$ cat src/rtl/dmem_pkg.sv
// Shared types and default segment bounds for the data memory arbiter.
package dmem_pkg;

    typedef enum logic [1:0] {
        ST_IDLE   = 2'd0,
        ST_ACCESS = 2'd1,
        ST_RESP   = 2'd2
    } state_e;

    typedef enum logic {
        OWN_LSU = 1'b0,
        OWN_STK = 1'b1
    } owner_e;

    localparam logic [31:0] DEF_DATA_START  = 32'd0;
    localparam logic [31:0] DEF_DATA_END    = 32'd255;
    localparam logic [31:0] DEF_STACK_START = 32'd256;
    localparam logic [31:0] DEF_STACK_END   = 32'd511;

    // Inclusive unsigned range check on a word address.
    function automatic logic in_bounds(input logic [31:0] addr,
                                       input logic [31:0] lo,
                                       input logic [31:0] hi);
        return (addr >= lo) && (addr <= hi);
    endfunction

endpackage

$ cat src/rtl/dmem_arbiter_if.sv
// Requester handshakes plus the data memory port, bundled for the arbiter.
interface dmem_arbiter_if;
    logic        lsu_req, lsu_we, lsu_gnt, lsu_done;
    logic [31:0] lsu_addr, lsu_wdata;
    logic        stk_req, stk_we, stk_gnt, stk_done;
    logic [31:0] stk_addr, stk_wdata;
    logic [31:0] rdata;
    logic        err;
    logic [31:0] mem_addr, mem_wdata, mem_rdata;
    logic        mem_wr, mem_rd;

    // Requesters and the memory model sit on this side.
    modport master (
        output lsu_req, lsu_we, lsu_addr, lsu_wdata,
        output stk_req, stk_we, stk_addr, stk_wdata,
        output mem_rdata,
        input  lsu_gnt, lsu_done, stk_gnt, stk_done,
        input  rdata, err, mem_addr, mem_wdata, mem_wr, mem_rd
    );

    // The arbiter itself.
    modport slave (
        input  lsu_req, lsu_we, lsu_addr, lsu_wdata,
        input  stk_req, stk_we, stk_addr, stk_wdata,
        input  mem_rdata,
        output lsu_gnt, lsu_done, stk_gnt, stk_done,
        output rdata, err, mem_addr, mem_wdata, mem_wr, mem_rd
    );
endinterface

$ cat src/rtl/rr_arbiter2.sv
// Two-way round-robin arbiter; pointer remembers the last winner.
module rr_arbiter2
    import dmem_pkg::*;
(
    input  logic       clk,
    input  logic       reset,
    input  logic [1:0] req,
    input  logic       upd,
    output logic [1:0] gnt
);
    owner_e ptr_q, ptr_d;

    // Grant decode: lone requester wins, on a tie the non-last-winner wins.
    always_comb begin
        gnt   = 2'b00;
        ptr_d = ptr_q;
        unique case (req)
            2'b01:   gnt = 2'b01;
            2'b10:   gnt = 2'b10;
            2'b11:   gnt = (ptr_q == OWN_STK) ? 2'b01 : 2'b10;
            default: gnt = 2'b00;
        endcase
        if (upd && gnt[1])
            ptr_d = OWN_STK;
        else if (upd && gnt[0])
            ptr_d = OWN_LSU;
    end

    // Pointer register; reset favours LSU on the first tie.
    always_ff @(posedge clk) begin
        if (reset)
            ptr_q <= OWN_STK;
        else
            ptr_q <= ptr_d;
    end
endmodule

$ cat src/rtl/dmem_arbiter.sv
// Sequencer/arbiter for the shared single-port data memory (LSU vs STK).
module dmem_arbiter
    import dmem_pkg::*;
#(
    parameter logic [31:0] DATA_START  = DEF_DATA_START,
    parameter logic [31:0] DATA_END    = DEF_DATA_END,
    parameter logic [31:0] STACK_START = DEF_STACK_START,
    parameter logic [31:0] STACK_END   = DEF_STACK_END
) (
    input  logic          clk,
    input  logic          reset,
    dmem_arbiter_if.slave bus
);
    state_e      state_q, state_d;
    owner_e      owner_q, owner_d;
    logic        we_q, we_d;
    logic        legal_q, legal_d;
    logic [31:0] addr_q, addr_d;
    logic [31:0] wdata_q, wdata_d;
    logic [31:0] rdata_q, rdata_d;
    logic [1:0]  arb_req, arb_gnt;
    logic        in_access, in_resp;

    // Only offer requests to the arbiter when a new access can start.
    assign arb_req = (state_q == ST_IDLE && !reset) ? {bus.stk_req, bus.lsu_req} : 2'b00;

    rr_arbiter2 u_arb (
        .clk   (clk),
        .reset (reset),
        .req   (arb_req),
        .upd   (|arb_gnt),
        .gnt   (arb_gnt)
    );

    // Next-state: latch the winner's command in IDLE, capture read data in ACCESS.
    always_comb begin
        state_d = state_q;
        owner_d = owner_q;
        we_d    = we_q;
        legal_d = legal_q;
        addr_d  = addr_q;
        wdata_d = wdata_q;
        rdata_d = rdata_q;
        unique case (state_q)
            ST_IDLE: begin
                if (arb_gnt[1]) begin
                    owner_d = OWN_STK;
                    we_d    = bus.stk_we;
                    addr_d  = bus.stk_addr;
                    wdata_d = bus.stk_wdata;
                    legal_d = in_bounds(bus.stk_addr, STACK_START, STACK_END);
                    state_d = ST_ACCESS;
                end else if (arb_gnt[0]) begin
                    owner_d = OWN_LSU;
                    we_d    = bus.lsu_we;
                    addr_d  = bus.lsu_addr;
                    wdata_d = bus.lsu_wdata;
                    legal_d = in_bounds(bus.lsu_addr, DATA_START, DATA_END);
                    state_d = ST_ACCESS;
                end
            end
            ST_ACCESS: begin
                // Illegal accesses and writes always report zero read data.
                rdata_d = (legal_q && !we_q) ? bus.mem_rdata : 32'd0;
                state_d = ST_RESP;
            end
            ST_RESP:  state_d = ST_IDLE;
            default:  state_d = ST_IDLE;
        endcase
    end

    // State and command registers; reset drops any in-flight access.
    always_ff @(posedge clk) begin
        if (reset) begin
            state_q <= ST_IDLE;
            owner_q <= OWN_LSU;
            we_q    <= 1'b0;
            legal_q <= 1'b0;
            addr_q  <= 32'd0;
            wdata_q <= 32'd0;
            rdata_q <= 32'd0;
        end else begin
            state_q <= state_d;
            owner_q <= owner_d;
            we_q    <= we_d;
            legal_q <= legal_d;
            addr_q  <= addr_d;
            wdata_q <= wdata_d;
            rdata_q <= rdata_d;
        end
    end

    // Outputs decode from state only (except gnt); reset masks everything.
    assign in_access = (state_q == ST_ACCESS) && !reset;
    assign in_resp   = (state_q == ST_RESP) && !reset;

    assign bus.lsu_gnt   = arb_gnt[0];
    assign bus.stk_gnt   = arb_gnt[1];
    assign bus.mem_addr  = addr_q;
    assign bus.mem_wdata = wdata_q;
    assign bus.mem_wr    = in_access && we_q && legal_q;
    assign bus.mem_rd    = in_access && !we_q && legal_q;
    assign bus.lsu_done  = in_resp && (owner_q == OWN_LSU);
    assign bus.stk_done  = in_resp && (owner_q == OWN_STK);
    assign bus.err       = in_resp && !legal_q;
    assign bus.rdata     = in_resp ? rdata_q : 32'd0;
endmodule

$ cat src/flat_wrapper.sv
// flat-port wrapper written by rule: the top's interface ports become plain ports
module dmem_arbiter_flat import dmem_pkg::*;
#(
    parameter logic [31:0] DATA_START  = DEF_DATA_START,
    parameter logic [31:0] DATA_END    = DEF_DATA_END,
    parameter logic [31:0] STACK_START = DEF_STACK_START,
    parameter logic [31:0] STACK_END   = DEF_STACK_END
)
  (clk, reset, bus_lsu_req, bus_lsu_we, bus_lsu_addr, bus_lsu_wdata, bus_stk_req, bus_stk_we, bus_stk_addr, bus_stk_wdata, bus_mem_rdata, bus_lsu_gnt, bus_lsu_done, bus_stk_gnt, bus_stk_done, bus_rdata, bus_err, bus_mem_addr, bus_mem_wdata, bus_mem_wr, bus_mem_rd);
  dmem_arbiter_if bus_i ();
  input  logic clk;
  input  logic reset;
  input wire logic [$bits(bus_i.lsu_req)-1:0] bus_lsu_req;
  input wire logic [$bits(bus_i.lsu_we)-1:0] bus_lsu_we;
  input wire logic [$bits(bus_i.lsu_addr)-1:0] bus_lsu_addr;
  input wire logic [$bits(bus_i.lsu_wdata)-1:0] bus_lsu_wdata;
  input wire logic [$bits(bus_i.stk_req)-1:0] bus_stk_req;
  input wire logic [$bits(bus_i.stk_we)-1:0] bus_stk_we;
  input wire logic [$bits(bus_i.stk_addr)-1:0] bus_stk_addr;
  input wire logic [$bits(bus_i.stk_wdata)-1:0] bus_stk_wdata;
  input wire logic [$bits(bus_i.mem_rdata)-1:0] bus_mem_rdata;
  output wire logic [$bits(bus_i.lsu_gnt)-1:0] bus_lsu_gnt;
  output wire logic [$bits(bus_i.lsu_done)-1:0] bus_lsu_done;
  output wire logic [$bits(bus_i.stk_gnt)-1:0] bus_stk_gnt;
  output wire logic [$bits(bus_i.stk_done)-1:0] bus_stk_done;
  output wire logic [$bits(bus_i.rdata)-1:0] bus_rdata;
  output wire logic [$bits(bus_i.err)-1:0] bus_err;
  output wire logic [$bits(bus_i.mem_addr)-1:0] bus_mem_addr;
  output wire logic [$bits(bus_i.mem_wdata)-1:0] bus_mem_wdata;
  output wire logic [$bits(bus_i.mem_wr)-1:0] bus_mem_wr;
  output wire logic [$bits(bus_i.mem_rd)-1:0] bus_mem_rd;
  assign bus_i.lsu_req = bus_lsu_req;
  assign bus_i.lsu_we = bus_lsu_we;
  assign bus_i.lsu_addr = bus_lsu_addr;
  assign bus_i.lsu_wdata = bus_lsu_wdata;
  assign bus_i.stk_req = bus_stk_req;
  assign bus_i.stk_we = bus_stk_we;
  assign bus_i.stk_addr = bus_stk_addr;
  assign bus_i.stk_wdata = bus_stk_wdata;
  assign bus_i.mem_rdata = bus_mem_rdata;
  assign bus_lsu_gnt = bus_i.lsu_gnt;
  assign bus_lsu_done = bus_i.lsu_done;
  assign bus_stk_gnt = bus_i.stk_gnt;
  assign bus_stk_done = bus_i.stk_done;
  assign bus_rdata = bus_i.rdata;
  assign bus_err = bus_i.err;
  assign bus_mem_addr = bus_i.mem_addr;
  assign bus_mem_wdata = bus_i.mem_wdata;
  assign bus_mem_wr = bus_i.mem_wr;
  assign bus_mem_rd = bus_i.mem_rd;
  dmem_arbiter #(.DATA_START(DATA_START), .DATA_END(DATA_END), .STACK_START(STACK_START), .STACK_END(STACK_END)) u_core (.clk(clk), .reset(reset), .bus(bus_i));
endmodule
$ cat config.mk
export PLATFORM = sky130hd
export DESIGN_NAME = dmem_arbiter_flat
export DESIGN_NICKNAME = d
export VERILOG_FILES = /design/src/rtl/dmem_pkg.sv /design/src/rtl/dmem_arbiter_if.sv /design/src/rtl/rr_arbiter2.sv /design/src/rtl/dmem_arbiter.sv /design/src/flat_wrapper.sv
export SDC_FILE = /design/constraint.sdc
export NUM_CORES = 1
export LEC_CHECK = 0
export CAP_MARGIN = 15
export CORE_ASPECT_RATIO = 0.75
export CORE_MARGIN = 2
export CORE_UTILIZATION = 34
export CTS_BUF_LIST = sky130_fd_sc_hd__clkbuf_8 sky130_fd_sc_hd__clkbuf_16
export DETAILED_ROUTE_END_ITERATION = 8
export PLACE_DENSITY = 0.85
export SKIP_CTS_REPAIR_TIMING = 1
export SYNTH_ARGS = -nofsm -noshare
export SYNTH_HDL_FRONTEND = slang
export SYNTH_HIERARCHICAL = 1
export SYNTH_SLANG_ARGS = --single-unit
$ cat constraint.sdc
create_clock -name clk -period 2.2 [get_ports clk]
set_input_delay 0.44 -clock clk [delete_from_list [all_inputs] [get_ports clk]]
set_output_delay 0.44 -clock clk [all_outputs]
set_load 0.1 [all_outputs]
---- After elaboration in Yosys (flattened, before gate mapping) ----
Cells that the tools add are included.
operators by class
  equal/unequal tests ..................... 6
  reduce and logical (&&, ||, !) cells .... 23
  mux-type cells .......................... 18
  bitwise gates (word level) .............. 1
  $lt $le $gt $ge ......................... 4
operator list
  cell                                                                                  count
  32-bit two-way mux                                                                    6
  32-bit by 1-bit greater-or-equal comparator with 1-bit output, second input constant  1
  32-bit by 9-bit greater-or-equal comparator with 1-bit output, second input constant  1
  32-bit by 8-bit less-or-equal comparator with 1-bit output, second input constant     1
  32-bit by 9-bit less-or-equal comparator with 1-bit output, second input constant     1
  1-bit logical AND                                                                     15
  2-bit two-way mux                                                                     4
  2-bit == test, second input constant                                                  3
  1-bit two-way mux                                                                     6
  2-bit case mux with 3 select lines                                                    1
  2-bit by 1-bit == test with 1-bit output, second input constant                       2
  2-bit case mux with 2 select lines                                                    1
  2-bit OR reduction                                                                    2
  1-bit zero test                                                                       3
  3-bit by 1-bit != test with 1-bit output, second input constant                       1
  2-bit zero test                                                                       1
  2-bit AND reduction                                                                   1
  2-bit nonzero test                                                                    1
  1-bit NOT                                                                             1
storage, ports and cells
  word-level logic and storage cells ...... 60
  register bits after elaboration ......... 102
  output and inout port bits .............. 103
  input bits .............................. 166

---- Logic depth before layout (Yosys ltp) ----
Gate-level depths: netlist of run 1.
  depth after elaboration ................. 8
  gate-level depth with buffers ........... 11
  depth with buffers taken out ............ 7

---- Cells and area by module ----
The synthesis of run 1 kept the hierarchy.
by module, submodules not included
  module        cells an instance  times used  area an instance (um^2)
  dmem_arbiter  476                1           4481.8
  rr_arbiter2   7                  1           61.3

---- Worst setup path before layout of run 1 ----
No wires, ideal clock.
  path kind ............................... input to register
  start point ............................. input reset
  end point ............................... register u_core.addr_q[22] (netlist: u_core/bus.mem_addr[22])
  path buffers ............................ 4
  cell stages on the path ................. 11
  arrival time ............................ 4.655 ns
  setup time .............................. 0.087 ns
  path slack .............................. -2.542 ns
  path through ............................ clkbuf_1 nor3_1 and2_1 a21boi_0 buf_2 nor2_2 nor3_4 buf_2 buf_4 nor2_1 a211oi_1
on the way
  word-level cells in the longest chain between the ends .. 7
  elaborated cells between the ends (all ways) .. 10
ends and longest elaborated chain
  element                                                                           line                RTL
  start: declaration                                                                flat_wrapper.sv:12  input logic reset;
  1-bit zero test *                                                                 dmem_arbiter.sv:25  assign arb_req = (state_q == ST_IDLE && !reset) ? {bus.stk_req, bus.lsu_req} : 2'b00;
  1-bit logical AND *                                                               dmem_arbiter.sv:25
  2-bit two-way mux *                                                               dmem_arbiter.sv:25
  via u_core.arb_req[1]                                                             dmem_arbiter.sv:21  logic [1:0] arb_req, arb_gnt;
  2-bit == test / 2-bit by 1-bit == test with 1-bit output (equally long branches)  rr_arbiter2.sv:17   unique case (req)
  2-bit case mux with 3 select lines *                                              rr_arbiter2.sv:17
  via bus_stk_gnt                                                                   flat_wrapper.sv:24  output wire logic [$bits(bus_i.stk_gnt)-1:0] bus_stk_gnt;
  2-bit nonzero test (no source line)                                               --
  2-bit AND reduction (no source line)                                              --
  end signal: assignment                                                            dmem_arbiter.sv:87  addr_q <= addr_d;
  end: declaration                                                                  dmem_arbiter.sv:18  logic [31:0] addr_q, addr_d;
Mark *: on every way through the listed nets, which the timed path passes. The rest lies on a longest branch.
A chain may end at the register's enable or synchronous reset.

---- Worst setup path after layout of run 1 ----
  start point ............................. input bus_stk_req
  end point ............................... output bus_stk_gnt
on the way
  word-level cells in the longest chain between the ends .. 3
  elaborated cells between the ends (all ways) .. 5
ends and longest elaborated chain
  element                                                                           line                RTL
  start: declaration                                                                flat_wrapper.sv:17  input wire logic [$bits(bus_i.stk_req)-1:0] bus_stk_req;
  2-bit two-way mux *                                                               dmem_arbiter.sv:25
  via u_core.arb_req[1]                                                             dmem_arbiter.sv:21
  2-bit == test / 2-bit by 1-bit == test with 1-bit output (equally long branches)  rr_arbiter2.sv:17
  2-bit case mux with 3 select lines *                                              rr_arbiter2.sv:17
  end: declaration                                                                  flat_wrapper.sv:24
Marked as above.

==> impl_metrics.toml, run 1 <==
[status]
status = "complete, no violations"

[synthesis]
synthCells = 483
synth_nets = 649
yosysSeqAreaShare_pct = 44.9
synth_cell_types = 29
syn-cell-area_mm2 = 0.00454
ys_warn_count = 6
syn_area_per_cell_um2 = 9.41
synth_seq_cells = 102

[drt]
wirelength_um = 15400
dr.pass1.iters = 5
drt_iter0_markers = 180
avgViaCountPerCell = 5.01
via_count = 4632
postRouteAntennaNets = 0
wire_per_inst_um = 16.6
drcViolationCount = 0

[sta]
rsz0062_at_grt = "no"
setup_total_negative_slack_ns = 0
clock_skew_ns = 0.00864
finalHoldViolations = 0
finalSetupViolCount = 0
whs_ns = 0.322
final_max_slew_viol_count = 0
slew_headroom_pct = 26.4
fmax_ghz = 0.475
worst_pin_slew_ns = 1.10
period_share_pct = 95.6
fin_crit_ns = 2.10

[floorplan]
core_mm2 = 0.0130
start_util_pct = 34.9
chipHeight_um = 104
die_w_um = 137
num_io_pins = 269
die-area_mm2 = 0.0143
fp-row-count = 36

[cells_and_area]
final_util_pct = 63.4
fin_cells = 925
drive_gt1_share_pct = 28.3
final_nets = 914
area_growth_pct = 81.7

[grt]
overflow = 0
grt_max_degree = 101
grt_usage_pct = 21.2
grt_pass1_wl_um = 24200
grt_pass1_vias = 4790
antenna_found_initial = 1

[worst_setup_path]
start_kind = "input pin"
endpoint = "bus_stk_gnt"
setup.worst_path.start = "bus_stk_req"
crit_type = "in -> out"
r2r_end = "u_core/bus.mem_wdata[29]"
required_ns = 1.76
critical_path.max_fanout = 8
reg2reg_depth = 9
cp-end-kind = "output pin"
worst-r2r-setup-slack_ns = 0.18
reg2reg_from = "u_core/state_q[0]"
crit_arrival_ns = 1.66

[clock_network]
clkSinkCount = 102
htreeDepth = 3
cts_buffer_depth = 2
cts.clk_slew.worst_paths_ns = 0.07
cts-root-buf = "clkbuf_16"
cts_tree = "built"
clk_latency_ns = 0.34
cts_buffers = 9

[power_and_ir_drop]
leakage_uw = 0.00317
peakVddDrop_v = 0.000464
power.total_uw = 6180
p_per_area_mw_per_mm2 = 749

[flow_run]
cap_violations = 0

[placed_design]
port_buffers = 268
hpwl_um = 12100
dpl.cell_count = 907
place.gp.congestion = 0.919

[min_path]
hp-start = "reset"
min_path_type = "in -> reg"
per-stage QoR:
| stage | setup WS (ns) | cell area (µm²) |
|---|---|---|
| 3_5_place_dp | -0.151 | 7900 |
| 6_report | 0.0967 | 8250 |
| 2_1_floorplan | -0.408 | 4760 |
| 5_1_grt | 0.0136 | 8250 |
| 4_1_cts | -0.0220 | 8220 |
| 3_3_place_gp | -0.0466 | 7900 |
power by group:
group | total [µW] | internal (µW) | switching (µW)
Clock | 1660 | 957 | 707
Combinational | 2390 | 775 | 1620
Sequential | 2120 | 2010 | 111
cells in the final DEF, fill, tap and decap left out:
master	count
a211oi_1	55
a211oi_2	10
a21boi_4	2
a21oi_1	1
a22oi_1	33
a311oi_1	1
and2_1	3
and2_2	30
and2_4	2
and3_1	4
and4_1	1
buf_12	45
buf_16	1
buf_4	87
bufinv_16	1
clkbuf_16	9
clkbuf_8	2
clkdlybuf4s50_1	164
clkinvlp_4	1
dfxtp_1	101
dfxtp_2	1
diode_2	1
inv_1	2
inv_6	3
mux2i_1	65
nand2_1	2
nand2b_1	1
nand4_1	2
nor2_1	92
nor2_2	5
nor2_4	7
nor2b_1	1
nor2b_4	2
nor3_1	2
nor3_4	2
nor3b_2	1
nor3b_4	1
nor4_1	10
o21bai_2	1
cell usage after synthesis, drive strengths merged:
| master | instances | share of area (%) |
|---|---|---|
| and2 | 35 | 4.8 |
| and4 | 1 | 0.19 |
| nor3 | 4 | 0.69 |
| o21bai | 1 | 0.25 |
| dfxtp | 102 | 45 |
| mux2i | 65 | 14 |
| inv | 2 | 0.17 |
| nand4 | 2 | 0.28 |
| a311oi | 1 | 0.19 |
| nor2 | 104 | 8.6 |
| nand2b | 1 | 0.14 |
| nor3b | 2 | 0.58 |
| nor4 | 10 | 1.4 |
| a21boi | 2 | 0.33 |
| a21oi | 1 | 0.11 |
| nand2 | 2 | 0.17 |
| and3 | 4 | 0.55 |
| a211oi | 65 | 12 |
| clkbuf | 19 | 1.7 |
| a22oi | 33 | 5.5 |
| nor2b | 3 | 0.41 |
| buf | 24 | 2.9 |
final cells by class:
| class | count | area (µm²) |
|---|---|---|
| inverter | 2 | 7.51 |
| tap | 171 | 214 |
| sequential | 102 | 2040 |
| clock buffer | 11 | 253 |
| fill | 1033 | 4760 |
| clock inverter | 5 | 63.8 |
| antenna | 1 | 2.50 |
| timing repair buffer | 297 | 3220 |
| multi-input combinational | 336 | 2450 |
per-layer routing:
layer,part of all wire (%),up-vias,global-route usage (%)
li1,-,2268,-
met1,39,2166,24.0
met2,51,184,38.1
met3,8.8,14,6.92
met4,0.94,0,5.23
met5,0,-,0
worst min-delay path by stage:
stage | to | cells after the start
after global routing | u_core/state_q[1] | 2
final | u_core/state_q[1] | 2
after floorplan | u_core/rdata_q[10] | 2
after global placement | u_core/rdata_q[2] | 2
after CTS | u_core/state_q[1] | 2
after detailed placement | u_core/bus.mem_wdata[28] | 2
kinds of logic (layout without fill, tap and decap cells):
family,after synthesis,in the layout,synth area share [%]
and+or+nand+nor,168,168,17.8
AOI/OAI and AO/OA,103,103,18.2
DFF,102,102,44.9
muxes,65,65,14.3
buffers and inverters,45,315,4.71
other,0,1,0
flip-flops by register name, indices dropped and copies added, names as in the netlist:
name,count
u_core/state_q,2
u_core/u_arb/ptr_q,1
u_core/rdata_q,32
u_core/bus.mem_wdata,32
u_core/we_q,1
u_core/legal_q,1
u_core/owner_q,1
u_core/bus.mem_addr,32
worst max-delay path, stage by stage:
cell	delay, ns
clkdlybuf4s50_1	0.48
and2_4	0.14
a21boi_4	0.25
buf_12	0.17
buf_12	0.17
Note: power is estimated with default switching activity, not from simulation.
==> inputs of run 2 (changes only) <==
--- a/config.mk
+++ b/config.mk
@@ -13,6 +13,7 @@
 export DETAILED_ROUTE_END_ITERATION = 8
 export PLACE_DENSITY = 0.85
 export SKIP_CTS_REPAIR_TIMING = 1
+export SLEW_MARGIN = 40
 export SYNTH_ARGS = -nofsm -noshare
 export SYNTH_HDL_FRONTEND = slang
 export SYNTH_HIERARCHICAL = 1
==> run 2 against run 1 <==
- critical path depth stayed put
- sequential share of layout area about the same
- final area up 0.26%
- clock-buffer cell count fell by 1
- combinational power is essentially flat
- first-iteration DRC count down 11%
==> impl_metrics.toml, run 2 (synthesized netlist as in run 1, its figures left out) <==
[status]
status = "complete, no violations"

[worst_setup_path]
required_ns = 1.76
crit_arrival_ns = 1.67
reg2reg_from = "u_core/state_q[0]"
critical_path.max_fanout = 18
cp_slowest_cell = "dfxtp_2"
crit_type = "reg -> out"
start_kind = "flip-flop"
cp_slowest_stage_delay_ns = 0.34
cp-end-kind = "output pin"
setup.worst_path.start = "u_core/state_q[0]"
crit_chain = "buf_4, nor3b_4, buf_6, and2_2, buf_12"
worst-r2r-setup-slack_ns = 0.19

[power_and_ir_drop]
clkPwrFrac_pct = 26.4
power_switching_uw = 2440
seqPwrFrac_pct = 34.5
switching_share_pct = 39.6
power.total_uw = 6150
intPower_uw = 3710
pwr-share-comb_pct = 39.1
leakage_uw = 0.00319
p_per_area_mw_per_mm2 = 743
peakVddDrop_v = 0.000504

[drt]
wirelength_um = 15500
drt_iter0_markers = 160
wire_per_inst_um = 16.8
avgViaCountPerCell = 5.05
via_count = 4678
drcViolationCount = 0
dr.pass1.iters = 4
postRouteAntennaNets = 0

[cells_and_area]
area_growth_pct = 82.1
fin_cells = 926
final_nets = 916
multi_input_area_mm2 = 0.00246
final_common_cell = "clkdlybuf4s50_1"
drive_gt1_share_pct = 28.9
mostFrequentLayoutCells = "164 x clkdlybuf4s50_1, 100 x dfxtp_1, 92 x nor2_1"
stdcell_area_mm2 = 0.00827
register_area_mm2 = 0.00204
diodes = 0
fillCellCount = 998

[sta]
worst_pin_slew_ns = 0.789
final_max_slew_viol_count = 0
rsz0062_at_grt = "no"
whs_ns = 0.337
clock_skew_ns = 0.0131
finalSetupViolCount = 0
fin_crit_ns = 2.11
setup_total_negative_slack_ns = 0
finalHoldViolations = 0
fmax_ghz = 0.473
slew_headroom_pct = 47.4
period_share_pct = 96.1

[grt]
antenna_found_initial = 0
grt_pass1_vias = 4820
grt_pass1_wl_um = 24100
grt_usage_pct = 21.2
overflow = 0
grt_max_degree = 101

[clock_network]
cts-root-buf = "clkbuf_16"
cts.clk_slew.worst_paths_ns = 0.07
cts_buffer_depth = 2
cts_tree = "built"
clk_latency_ns = 0.34
htreeDepth = 3
cts_buffers = 9
clkSinkCount = 102

[placed_design]
dpl.cell_count = 909
port_buffers = 268
place.gp.congestion = 0.919
hpwl_um = 12100
placed_area_mm2 = 0.00792

[floorplan]
core_mm2 = 0.0130
start_util_pct = 34.9
die_w_um = 137
fp-row-count = 36
chipHeight_um = 104
die-area_mm2 = 0.0143
num_io_pins = 269

[min_path]
hp-start = "reset"
min_path_type = "in -> reg"

[flow_run]
cap_violations = 0
## run 2: power groups by stage
| stage | sequential [µW] | combinational [µW] | clock, µW |
|---|---|---|---|
| 6_report | 2120 | 2400 | 1620 |
| 5_1_grt | 2140 | 2510 | 1740 |
| 4_1_cts | 2120 | 2400 | 1670 |
| 3_5_place_dp | 2160 | 2390 | 0 |
| 3_3_place_gp | 2150 | 2350 | 0 |
| 2_1_floorplan | 3200 | 597 | 0 |
## run 2: final cells by class
cell class / count / share of cell area (%)
clock buffers: 10 / 2.89
clock inverters: 6 / 0.817
inverters: 2 / 0.0907
multi-input cells: 336 / 29.7
flip-flops and latches: 102 / 24.7
well taps: 171 / 2.59
repair buffers: 299 / 39.2
## run 2: per-layer routing
metal	track usage (%)	up-vias	part of all wire, %
li1	-	2274	-
met1	23.1	2177	39
met2	38.2	200	50
met3	7.75	27	9.3
met4	5.74	0	1.8
met5	0	-	0
## run 2: final timing paths
| kind | depth (start not counted) | to |
|---|---|---|
| worst max-delay path | 5 | bus_rdata[17] |
| worst min-delay path | 2 | u_core/state_q[1] |
| worst max register to register | 8 | u_core/bus.mem_addr[1] |
| worst min register to register | 2 | u_core/bus.mem_wdata[1] |
## run 2: metrics by stage
stage | utilization, % | setup slack [ns]
4_1_cts | 63.2 | -0.0131
3_3_place_gp | 60.7 | -0.0466
5_1_grt | 63.6 | 0.0117
2_1_floorplan | - | -0.408
6_report | 63.6 | 0.0863
3_5_place_dp | 60.8 | -0.153
## run 2: critical path: cells and delay by family (launching register included)
kind	cells	cell delay [ns]
buffers and inverters	3	0.54
AND/OR/NAND/NOR	2	0.46
flip-flops	1	0.34
